### src/rtl/pixel_write_buffer.sv
// Pixel write buffer: queues {frame, index, colour} pixels from the core and drains
// them as single-beat 32-bit Avalon-MM writes into the selected SDRAM frame buffer.
module pixel_write_buffer #(
  parameter int                           MASTER_ADDRESSWIDTH = 21,
  parameter int                           DATAWIDTH           = 32,
  parameter int                           DEPTH               = 8,
  parameter logic [MASTER_ADDRESSWIDTH-1:0] FRAME0_BASE       = 21'h000000,
  parameter logic [MASTER_ADDRESSWIDTH-1:0] FRAME1_BASE       = 21'h100000
) (
  input  logic                           clk,
  input  logic                           rst,
  input  logic                           pix_valid,
  input  logic [18:0]                    pix_address,
  input  logic [15:0]                    pix_color,
  input  logic                           pix_frame,
  output logic                           pix_ready,
  output logic                           busy,
  output logic [MASTER_ADDRESSWIDTH-1:0] master_address,
  output logic [DATAWIDTH-1:0]           master_writedata,
  output logic [3:0]                     master_byteenable,
  output logic                           master_write,
  input  logic                           master_waitrequest
);

  localparam int AW = $clog2(DEPTH);

  typedef enum logic {
    IDLE  = 1'b0,
    WRITE = 1'b1
  } state_t;

  state_t state, state_next;

  logic [35:0]   mem [DEPTH];
  logic [AW-1:0] wr_ptr, rd_ptr;
  logic [AW:0]   count;
  logic          push, pop, count_nz;

  logic [35:0]                    head;
  logic                           head_frame;
  logic [18:0]                    head_index;
  logic [15:0]                    head_color;
  logic [19:0]                    head_offset;
  logic [MASTER_ADDRESSWIDTH-1:0] head_base;

  // Ready looks only at the registered count, so a full FIFO stays not-ready
  // for the whole cycle even when the FSM pops in that same cycle.
  assign pix_ready = (count != (AW+1)'(DEPTH));
  assign count_nz  = (count != '0);
  assign push      = pix_valid & pix_ready;

  always_comb begin
    state_next = state;
    pop        = 1'b0;
    case (state)
      IDLE: begin
        if (count_nz) begin
          pop        = 1'b1;
          state_next = WRITE;
        end
      end
      WRITE: begin
        if (!master_waitrequest) begin
          if (count_nz) pop = 1'b1;
          else          state_next = IDLE;
        end
      end
      default: state_next = IDLE;
    endcase
  end

  always_ff @(posedge clk) begin
    // NOTE: every register here is updated with <= so all of them see the
    // pre-edge values of each other; a blocking = would create ordering bugs.
    if (rst) state <= IDLE;
    else     state <= state_next;
  end

  always_ff @(posedge clk) begin
    if (rst) begin
      wr_ptr <= '0;
      rd_ptr <= '0;
      count  <= '0;
    end else begin
      if (push) wr_ptr <= wr_ptr + 1'b1;
      if (pop)  rd_ptr <= rd_ptr + 1'b1;
      case ({push, pop})
        2'b10:   count <= count + 1'b1;
        2'b01:   count <= count - 1'b1;
        default: count <= count;
      endcase
    end
  end

  // NOTE: the storage array has no reset; the pointers and count alone decide
  // which entries are valid, and a reset port would block RAM inference.
  always_ff @(posedge clk) begin
    if (push) mem[wr_ptr] <= {pix_frame, pix_address, pix_color};
  end

  assign head        = mem[rd_ptr];
  assign head_frame  = head[35];
  assign head_index  = head[34:16];
  assign head_color  = head[15:0];
  assign head_offset = {head_index[18:1], 2'b00};
  assign head_base   = head_frame ? FRAME1_BASE : FRAME0_BASE;

  // Output registers only change when an entry is loaded, which keeps them
  // stable across waitrequest stalls.
  always_ff @(posedge clk) begin
    if (rst) begin
      master_address    <= '0;
      master_writedata  <= '0;
      master_byteenable <= '0;
    end else if (pop) begin
      master_address    <= head_base + MASTER_ADDRESSWIDTH'(head_offset);
      master_writedata  <= {head_color, head_color};
      master_byteenable <= head_index[0] ? 4'b1100 : 4'b0011;
    end
  end

  assign master_write = (state == WRITE);
  assign busy         = count_nz | (state == WRITE);

endmodule
### config.mk
export PLATFORM = sky130hd
export DESIGN_NAME = pixel_write_buffer
export DESIGN_NICKNAME = d
export VERILOG_FILES = /design/src/rtl/pixel_write_buffer.sv
export SDC_FILE = /design/constraint.sdc
export NUM_CORES = 1
export LEC_CHECK = 0
export BUFFER_PORTS_ARGS = -buffer_cell sky130_fd_sc_hd__buf_2
export CORE_AREA = 2 2 151 153
export DETAILED_ROUTE_END_ITERATION = 8
export DIE_AREA = 0 0 153 155
export PLACE_DENSITY = 0.78
export SYNTH_ARGS = -nofsm -noshare
export SYNTH_HDL_FRONTEND = slang
export SYNTH_SLANG_ARGS = --single-unit
### constraint.sdc
create_clock -name clk -period 5.2 [get_ports clk]
set_input_delay 0.78 -clock clk [delete_from_list [all_inputs] [get_ports clk]]
set_output_delay 0.78 -clock clk [all_outputs]
set_load 0.05 [all_outputs]
# Word level (Yosys, flattened, before mapping)
# Memories as Yosys holds them, arrays and structs flattened. A register that Yosys moved wholly into a read port is not among the register bits.
# Cells that the tools add are included.
# totals
register_bits,68
ram_bits,288
in_bits,40
out_inout_bits,60
word_cells,33
n_memories,1
# op_classes
add_sub_neg,5
eq_ne,3
n_mux,12
bitwise,3
n_reduce_logical,2
# memory_table
memory,words,word_bits,read_ports,rd_clocked_by_memory_dff,write_ports,line_no,source
mem,8,36,1,1,1,34,logic [35:0] mem [DEPTH];
# ops
cell,n
adder 21 x 20 -> 21 bit,1
two-way mux 21 bit,1
case mux 4 bit (2 select lines),1
adder 3 x 1 -> 3 bit (second input constant),2
two-way mux 3 bit,2
two-way mux 1 bit,5
adder 4 x 1 -> 4 bit (second input constant),1
two-way mux 4 bit,1
!= test 4 bit (second input constant),1
case mux 1 bit (2 select lines),2
nonzero test 4 bit,1
subtractor 4 x 1 -> 4 bit (second input constant),1
== test 2 x 1 -> 1 bit (second input constant),1
== test 2 bit (second input constant),1
nonzero test 2 bit,1
bitwise AND 1 bit,1
inverter 1 bit,1
OR 1 bit,1

# Depth between registers and ports, before layout
# Gate-level depths: netlist (run 1).
# depth
word_depth,6
depth_mapped,13
ltp_nobuf,10

# Least setup slack after synthesis (run 1)
# Ideal clock, no wire load.
# synth_timing
path_type,input-to-reg
startpoint,input port pix_valid
endpoint,"memory mem[0][0], enable pin"
setup_time_ns,0.519
arrival_time_ns,4.285
t_required_ns,4.681
setup_slack_ns,0.395
path_stages,2
n_path_buf,0
cell_sequence,nand2_8 -> nor4_1
# synth_between
elab_chain_len,3
# synth_lines
item,line_no,source
from (decl),12,"input logic pix_valid,"
bitwise AND 1 bit,50,assign push = pix_valid & pix_ready;
two-way mux 1 bit,98,"if (push) mem[wr_ptr] <= {pix_frame, pix_address, pix_color};"
two-way mux 1 bit (implied by the code),98,
to (decl),34,
# No other way between the ends.

==> results of run 1 <==
-- power groups by stage --
stage          combinational, W  sequential, W  clock, W
2_1_floorplan           0.00142        0.00375         0
3_3_place_gp            0.00203        0.00349         0
3_5_place_dp            0.00208        0.00351         0
4_1_cts                 0.00209        0.00346   0.00241
5_1_grt                 0.00223        0.00349   0.00251
6_report                0.00208        0.00345   0.00238
-- cell type report --
| cell class | instances | area share [%] |
|---|---|---|
| clock inverters | 10 | 0.8814 |
| multi-input cells | 247 | 19.71 |
| clock buffers | 50 | 6.512 |
| inverters | 3 | 0.07702 |
| repair buffers | 113 | 4.142 |
| flip-flops and latches | 339 | 66.19 |
| diodes | 3 | 0.05134 |
| well taps | 285 | 2.439 |
-- state kept, by name, summed over array words and instances (netlist names), named ones only --
register	flops
count	4
master_address	19
wr_ptr	3
master_write	1
rd_ptr	3
master_byteenable	2
mem	288
master_writedata	16
-- worst reg2reg max path: stages, from the launching register on --
cell and delay [ns]:
dfxtp_4 1.08, buf_4 0.55, mux4_2 0.62, mux2i_1 0.17, a211oi_1 0.11
-- final timing paths --
| check | startpoint | end | depth (start not counted) |
|---|---|---|---|
| hold reg to reg | master_address[19] | master_address[19] | 2 |
| setup reg to reg | register | master_address[4] | 4 |
| hold / removal | master_address[19] | master_address[19] | 2 |
| setup / recovery | register | master_address[4] | 4 |
-- cells by family after synthesis --
kind of cell             share of synthesized area [%]
flip-flops                                       75.39
multiplexers                                     15.65
AND/OR/NAND/NOR                                  2.819
buffers and inverters                            2.556
AO/OA/AOI/OAI                                    2.692
XOR/XNOR                                        0.4780
adder cells (fa/ha/maj)                         0.3902
other                                          0.02924
-- per-layer routing --
layer | GRT usage [%] | vias up
met2 | 36.00 | 228
met1 | 27.83 | 3315
met4 | 7.011 | 2
li1 | - | 2760
met3 | 3.900 | 44
met5 | 0 | -
-- cells in the final DEF, fill, tap and decap left out, types with 4 or more instances in the layout --
cell	n
dfxtp_1	48
clkbuf_1	13
a21oi_1	7
nand2_1	6
nor3_2	4
ha_1	4
mux4_2	72
buf_4	16
edfxtp_1	288
mux2i_1	37
xor2_1	6
nor2_1	48
clkbuf_16	35
a211oi_1	35
buf_2	97
-- through the flow --
stage | hold slack, ns | util, % | std cells | setup slack, ns | power, W
final | 0.4963 | 65.78 | 1050 | 2.492 | 0.007913
after global routing | 0.5241 | 65.77 | 1049 | 2.234 | 0.008231
after CTS | 0.4968 | 65.75 | 1047 | 2.411 | 0.007965
after detailed placement | 0.4864 | 60.88 | 987 | 2.295 | 0.005585
after global placement | 0.4835 | 60.88 | 987 | 2.361 | 0.005516
after floorplan | 0.4622 | - | 645 | 0.3954 | 0.005166
==> results.tsv, run 1 <==
stage	metric	value	unit
synthesis	synth_cells	644	
clocking	cts-resized-gates	0	
synthesis	ys.flop_type	edfxtp_1	
clocking	ctsLongestPathBuffers	3	
placement	gp_congestion	0.7049	
global_routing	grt-ovfl-total	0	
clocking	postCtsHoldBufs	0	
routing	ant_nets	0	
timing	setup_tns	0	ns
placement	hpwlAfterDp	13260	um
synthesis	yosys_warnings	0	
worst_setup_path	end_kind	register	
power	power_frac_comb	26.3	%
worst_setup_path	cp_slowest_cell	dfxtp_4	
synthesis	yosysMostFrequentCell	edfxtp_1	
routing	dr_wl_met2	13020	um
clocking	clk_latency	0.51	ns
timing	fin_crit	2.708	ns
floorplanning	dieArea	0.02372	sq mm
global_routing	grt_max_degree	77	
routing	wl_met1	9896	um
timing	max_freq	369.3	MHz
routing	top_layer_used	met5	
layout	syn_to_final_growth	14.00	%
layout	multi_input_area	0.002882	sq mm
synthesis	netlist.top_cell.by_area	edfxtp_1	
power	seqPwrFrac	43.6	%
job	drv_cap	0	
floorplanning	die_h	155	um
timing	slew_headroom	21.34	%
worst_setup_path	start_kind	register	
layout	fillers	1425	
routing	firstDrtPassIters	4	
power	p_int	0.005366	W
timing	fin_skew	0.01886	ns
floorplanning	rows	55	
timing	finalSetupViolCount	0	
clocking	cts.sinks	339	
synthesis	synth_top_area_share	67.43	%
worst_setup_path	critPathMaxStageDelay	1.08	ns
routing	vias	6349	
synthesis	seq_area_frac_synth	75.39	%
routing	vias_per_cell	6.047	
worst_setup_path	cp.arrival	3.03	ns
global_routing	grt_pass1_wl	37870	um
worst_setup_path	crit_buf_inv	1	
routing	drcViolationCount	0	
routing	wl_met3	1460	um
layout	seq_area	0.009678	sq mm
global_routing	grt_pass1_vias	6666	
worst_hold_path	hp-class	register to register	
clocking	tritoncts	yes	
synthesis	ys_seq_elements	339	
timing	slew_violations	0	
placement	place_area	0.01353	sq mm
synthesis	ys_top_cells_by_area	edfxtp_1 67%, mux4_2 13%, dfxtp_1 8.0%	
synthesis	ys_types	36	
synthesis	synth_edf_count	288	
worst_setup_path	cp_cell_sequence	buf_4, mux4_2, mux2i_1, a211oi_1	
floorplanning	start_util	57.70	%
global_routing	antenna_found_initial	4	
power	ir_worst_vdd	0.3754	mV
layout	design_area	0.01462	sq mm
clocking	root_buffer	clkbuf_16	
worst_setup_path	r2r_slack	2.49	ns
power	power_density	541.2	mW/mm^2
outcome	outcome	completed	
synthesis	synthTopCellsByCount	288 x edfxtp_1, 72 x mux4_2, 51 x dfxtp_1, 51 x nor2_1, 37 x mux2i_1	
worst_setup_path	worstPathMaxFanout	53	
power	leakage	4.854	nW
worst_setup_path	critPathKind	register to register	
placement	place.port_buffers	97	
layout	fin_nets	782	
clocking	h-tree-depth	2	
power	p_sw	0.002547	W
floorplanning	io_pins	100	
routing	wirelength	24900	um
timing	hold_violations	0	
power	p_sw_share	32.18	%
synthesis	netlist_area	0.01283	sq mm
worst_setup_path	cp.required	5.52	ns
worst_setup_path	crit_family	flip-flops	
global_routing	grt_use_total	21.06	%
synthesis	async_reset_ff_share	0	%
timing	final.period_utilization	52.07	%
clocking	post-cts-setup-buffer-count	0	
clocking	cts_buffers	34	
clocking	clk_pin_slew_worst_paths	0.06	ns
timing	max_slew.worst_pin.slew	1.180	ns
routing	wl_per_cell	23.71	um
routing	drt_iter0_markers	557	
timing	rsz0062_at_grt	false	
floorplanning	core_area	0.02223	sq mm
layout	drive_above_1_share	32.68	%
power	clock_power_share	30.0	%
synthesis	avgSynthCellArea	19.92	sq um
floorplanning	die_w	153	um
Note: power is estimated with default switching activity, not from simulation.
==> inputs of run 2 (changes only) <==
- CORE_AREA: 2 2 151 153 -> 2 2 158 160
- DIE_AREA: 0 0 153 155 -> 0 0 160 162
- PLACE_DENSITY: 0.78 -> 0.75
- clock period: 5.2 -> 2.2 ns (I/O delays scaled with it)
==> results.tsv, run 2 (synthesis gave the netlist of run 1 again) <==
stage	metric	value	unit
placement	gp_congestion	0.7142	
layout	fillers	1649	
worst_setup_path	critPathKind	register to register	
routing	drcViolationCount	0	
timing	max_freq	432.0	MHz
timing	fin_crit	2.315	ns
clocking	cts.sinks	339	
routing	vias_per_cell	5.650	
power	ir_worst_vdd	0.9594	mV
worst_hold_path	hp-class	input port to register	
global_routing	grt_max_degree	52	
job	drv_cap	0	
outcome	outcome	finished, violations left	
layout	layout_common_cells	288 x edfxtp_1, 96 x buf_2, 72 x mux4_2	
power	power_density	1270	mW/mm^2
routing	wirelength	25320	um
floorplanning	core_area	0.02411	sq mm
floorplanning	die_h	162	um
layout	syn_to_final_growth	17.98	%
routing	drt_iter0_markers	501	
power	leakage	5.026	nW
power	finalPower	0.01921	W
routing	firstDrtPassIters	5	
clocking	postCtsHoldBufs	0	
worst_setup_path	worstPathMaxFanout	3	
layout	final_common_cell	edfxtp_1	
placement	place.port_buffers	97	
timing	fin_skew	0.01211	ns
clocking	cts_buffers	31	
layout	fin_nets	808	
global_routing	antenna_found_initial	3	
layout	top_register	mem	
timing	final.period_utilization	105.2	%
timing	hold_violations	0	
clocking	h-tree-depth	1	
placement	hpwlAfterDp	14400	um
clocking	clk_latency	0.56	ns
outcome	violations	setup timing	
clocking	tritoncts	yes	
global_routing	grt_pass1_vias	6545	
worst_hold_path	min_from	pix_color[6]	
power	clock_power_share	28.9	%
floorplanning	start_util	53.21	%
floorplanning	dieArea	0.02592	sq mm
clocking	clk_pin_slew_worst_paths	0.06	ns
placement	place_area	0.01389	sq mm
timing	finalSetupViolCount	3	
power	p_sw_share	32.13	%
routing	wl_per_cell	22.71	um
power	power_frac_comb	29.3	%
worst_setup_path	rr_worst_depth	12	
timing	rsz0062_at_grt	true	
power	seqPwrFrac	41.9	%
layout	largest_registers	mem (288), master_address (19), master_writedata (16)	
global_routing	grt_use_total	19.45	%
global_routing	grt-ovfl-total	0	
timing	timing.hold.ws	0.04128	ns
timing	setup_slack	-0.1150	ns
worst_setup_path	end_kind	register	
timing	slew_violations	0	
worst_setup_path	crit-reg2reg-launch	count[2]	
floorplanning	io_pins	100	
floorplanning	rows	57	
layout	largest_register_ff_count	288	
worst_setup_path	start_kind	register	
routing	vias	6300	
clocking	root_buffer	clkbuf_16	
layout	drive_above_1_share	37.31	%
floorplanning	die_w	160	um
routing	ant_nets	0	
worst_hold_path	holdPathStages	1	
power	p_int	0.01304	W
worst_setup_path	critPathLaunch	count[2]	
worst_setup_path	cp.arrival	2.79	ns
global_routing	grt_pass1_wl	37980	um
clocking	ctsLongestPathBuffers	3	
layout	design_area	0.01513	sq mm
power	p_sw	0.006173	W
worst_setup_path	cp.required	2.68	ns
==> run 2: changes by cell type in the layout (fill, tap and decap cells not counted), sizes merged <==
cell	previous run	this run
buf	113	141
bufinv	3	5
clkinv	5	6
clkbuf	50	43
clkinvlp	1	3
==> run 2: final timing paths <==
kind | end | slack [ns]
worst max-delay path | count[2] | -0.12
worst min-delay path | mem[7][6] | 0.04
worst max register to register | count[2] | -0.12
worst min register to register | master_address[16] | 0.51
==> run 2: cell type report <==
class                           count  area (sq um)  share of cell area (%)
Inverter                            3         13.76                 0.09095
Antenna cell                        3         7.507                 0.04961
Clock inverter                     15         211.5                   1.397
Sequential cell                   339          9689                   64.03
Timing Repair Buffer              142         959.7                   6.342
Clock buffer                       42         857.1                   5.664
Tap cell                          324         405.4                   2.679
Multi-Input combinational cell    247          2988                   19.75
==> run 2: repair_timing <==
| action | in CTS | in global routing |
|---|---|---|
| pin swaps | 4 | 3 |
| setup buffers | 2 | 8 |
| resized for setup | 9 | 12 |
| setup endpoints to repair | 10 | 16 |
| hold endpoints to repair | 0 | 0 |
==> run 2: power groups by stage <==
stage	Sequential, W	Combinational [W]	Clock (W)
6_report	0.00804	0.00562	0.00555
5_1_grt	0.00810	0.00596	0.00588
4_1_cts	0.00805	0.00549	0.00564
3_5_place_dp	0.00817	0.00537	0
3_3_place_gp	0.00812	0.00521	0
2_1_floorplan	0.00886	0.00340	0
==> run 2: layer usage <==
layer	part of all wire [%]	wire, um	track usage [%]
met4	1.9	479	5.528
met3	5.4	1356	3.728
met1	39	9979	24.56
met5	0	0	0
met2	53	13510	34.73
==> run 2: critical path, cell delays in order, from the launching register on <==
cell and delay, ns:
dfxtp_2 0.32, buf_6 0.12, nor4_4 0.28, or2b_4 0.18, inv_4 0.04, ha_4 0.16
buf_6 0.11, xor2_2 0.14, ha_2 0.19, a31oi_2 0.15, xor2_1 0.10, or3_1 0.34
a21oi_2 0.13
==> run 2: stage by stage <==
stage | setup TNS, ns | instances | utilization, % | setup slack, ns
global placement | -0.1187 | 1046 | 57.64 | -0.08597
global route | -0.4890 | 1113 | 62.75 | -0.2060
CTS | -0.4659 | 1105 | 62.32 | -0.08505
floorplan | -60.35 | 645 | - | -0.4523
finish | -0.2578 | 1115 | 62.77 | -0.1150
detailed placement | -0.4364 | 1046 | 57.64 | -0.2177
==> inputs of run 3 (changes only) <==
- CORE_AREA: 2 2 158 160 -> 2 2 151 153
- DIE_AREA: 0 0 160 162 -> 0 0 153 155
- PLACE_DENSITY: 0.75 -> 0.78
- SETUP_SLACK_MARGIN: not set -> 0.3
- SLEW_MARGIN: not set -> 20
- clock period: 2.2 -> 2.3 ns (I/O delays scaled with it)
==> results.tsv, run 3 (synthesis gave the netlist of run 1 again) <==
stage	metric	value	unit
global_routing	grt_use_total	21.47	%
timing	setup_slack	0.01127	ns
layout	final_common_cell	edfxtp_1	
global_routing	grt_pass1_vias	6706	
routing	vias_per_cell	5.987	
timing	slew_violations	0	
floorplanning	rows	55	
clocking	root_buffer	clkbuf_16	
global_routing	grt-ovfl-total	0	
worst_setup_path	reg2reg_to	count[2]	
job	drv_cap	0	
placement	place.port_buffers	97	
power	power_density	1215	mW/mm^2
routing	drcViolationCount	0	
timing	fin_skew	0.02144	ns
floorplanning	die_h	155	um
routing	wirelength	25420	um
timing	max_slew.worst_pin.slew	0.7565	ns
worst_hold_path	hp-class	input port to register	
layout	drive_above_1_share	36.72	%
layout	top_register	mem	
global_routing	grt_use_met1	28.45	%
global_routing	grt_pass1_wl	38670	um
clocking	postCtsHoldBufs	0	
clocking	cts_buffers	35	
floorplanning	io_pins	100	
worst_setup_path	crit-reg2reg-launch	count[0]	
worst_setup_path	rr_worst_depth	9	
clocking	tritoncts	yes	
power	p_sw_share	32.31	%
global_routing	grtUsageMet3	4.401	%
worst_setup_path	r2r_slack	0.01	ns
layout	layout_common_cells	288 x edfxtp_1, 95 x buf_2, 72 x mux4_2	
global_routing	met2_usage	36.26	%
outcome	outcome	completed	
layout	syn_to_final_growth	18.68	%
timing	max_freq	436.9	MHz
routing	wl_per_cell	23.43	um
layout	multi_input_area	0.002969	sq mm
placement	pre_cts_ws	-0.003274	ns
timing	finalSetupViolCount	0	
clocking	ctsLongestPathBuffers	3	
timing	setup_tns	0	ns
global_routing	busiest_layer	met2	
routing	drt_iter0_markers	549	
layout	fin_nets	815	
floorplanning	die_w	153	um
floorplanning	dieArea	0.02372	sq mm
power	power_frac_comb	29.1	%
floorplanning	start_util	57.70	%
global_routing	grt_max_degree	46	
worst_hold_path	holdPathStages	1	
timing	slew_headroom	49.56	%
worst_setup_path	end_kind	register	
timing	final.period_utilization	99.51	%
placement	gp_congestion	0.7784	
worst_hold_path	hold_end	mem[6][0]	
timing	fin_crit	2.289	ns
power	leakage	5.097	nW
worst_setup_path	start_kind	register	
worst_setup_path	worstPathMaxFanout	5	
worst_setup_path	cp.required	2.72	ns
power	ir_worst_vdd	0.7151	mV
timing	rsz0062_at_grt	true	
global_routing	antenna_found_initial	2	
routing	firstDrtPassIters	5	
clocking	clk_pin_slew_worst_paths	0.06	ns
clocking	h-tree-depth	2	
power	clock_power_share	29.5	%
power	p_int	0.01252	W
worst_hold_path	min_from	pix_color[0]	
layout	largest_registers	mem (288), master_address (19), master_writedata (16)	
worst_setup_path	critPathKind	register to register	
layout	fillers	1349	
floorplanning	core_area	0.02223	sq mm
power	p_sw	0.005973	W
power	seqPwrFrac	41.4	%
timing	hold_violations	0	
routing	vias	6496	
clocking	cts.sinks	339	
clocking	clk_latency	0.52	ns
placement	hpwlAfterDp	14180	um
layout	seq_area	0.009688	sq mm
worst_setup_path	cp.arrival	2.71	ns
routing	ant_nets	0	
layout	largest_register_ff_count	288	
==> run 3: what timing repair did <==
action / 4_1_cts / 5_1_grt
endpoints found under the hold margin: 0 / 0
pin swaps: 4 / 5
resized for setup: 14 / 8
setup buffers: 7 / 5
endpoints found under the setup margin: 112 / 51
==> run 3: worst max-delay path, stage by stage (launching register included) <==
cell and delay [ns]:
dfxtp_4 0.36, or4b_4 0.57, nand2_8 0.10, ha_4 0.17
xor2_2 0.08, ha_1 0.17, a31oi_1 0.18, xor2_1 0.11
or3_1 0.33, a21oi_1 0.14
==> run 3: cell type report <==
cell class | instances | share of cell area [%]
antenna | 2 | 0.03288
clock buffer | 52 | 6.510
clock inverter | 12 | 0.8137
inverter | 3 | 0.07398
multi-input combinational | 247 | 19.51
sequential | 339 | 63.64
tap | 285 | 2.343
timing repair buffer | 145 | 7.077
==> run 3: how the worst max path moves through the flow <==
stage              start   endpoint  slack [ns]  cells past startpoint
2_1_floorplan   count[2]  mem[0][0]        -0.1                      4
3_5_place_dp    count[0]   count[2]      -0.003                      9
6_report        count[0]   count[2]        0.01                      9
3_3_place_gp   pix_valid  mem[1][6]        0.09                      4
4_1_cts         count[0]   count[2]        0.05                      9
5_1_grt         count[3]   count[2]       -0.10                     10
==> run 3: metrics by stage <==
step           hold WS [ns]  cells  cell area, sq um  power, W  util (%)
2_1_floorplan        0.4439    645             12940   0.01178         -
3_3_place_gp         0.4852   1006             13880   0.01271     62.43
3_5_place_dp         0.4947   1007             13890   0.01288     62.50
4_1_cts             0.08089   1078             15120   0.01847     68.03
5_1_grt             0.08334   1084             15220   0.01922     68.47
6_report             0.1031   1085             15220   0.01849     68.48
==> run 3: per-layer routing <==
| layer | wire length [um] | vias up |
|---|---|---|
| met2 | 13280 | 254 |
| met1 | 9895 | 3356 |
| met3 | 1651 | 49 |
| li1 | - | 2837 |
| met5 | 0 | - |
| met4 | 596 | 0 |
==> run 3: power by group through the flow <==
stage	Sequential, W	Combinational, W	Clock [W]
finish	0.00765	0.00538	0.00546
global route	0.00770	0.00575	0.00577
CTS	0.00764	0.00529	0.00553
detailed placement	0.00776	0.00512	0
global placement	0.00772	0.00499	0
floorplan	0.00847	0.00330	0
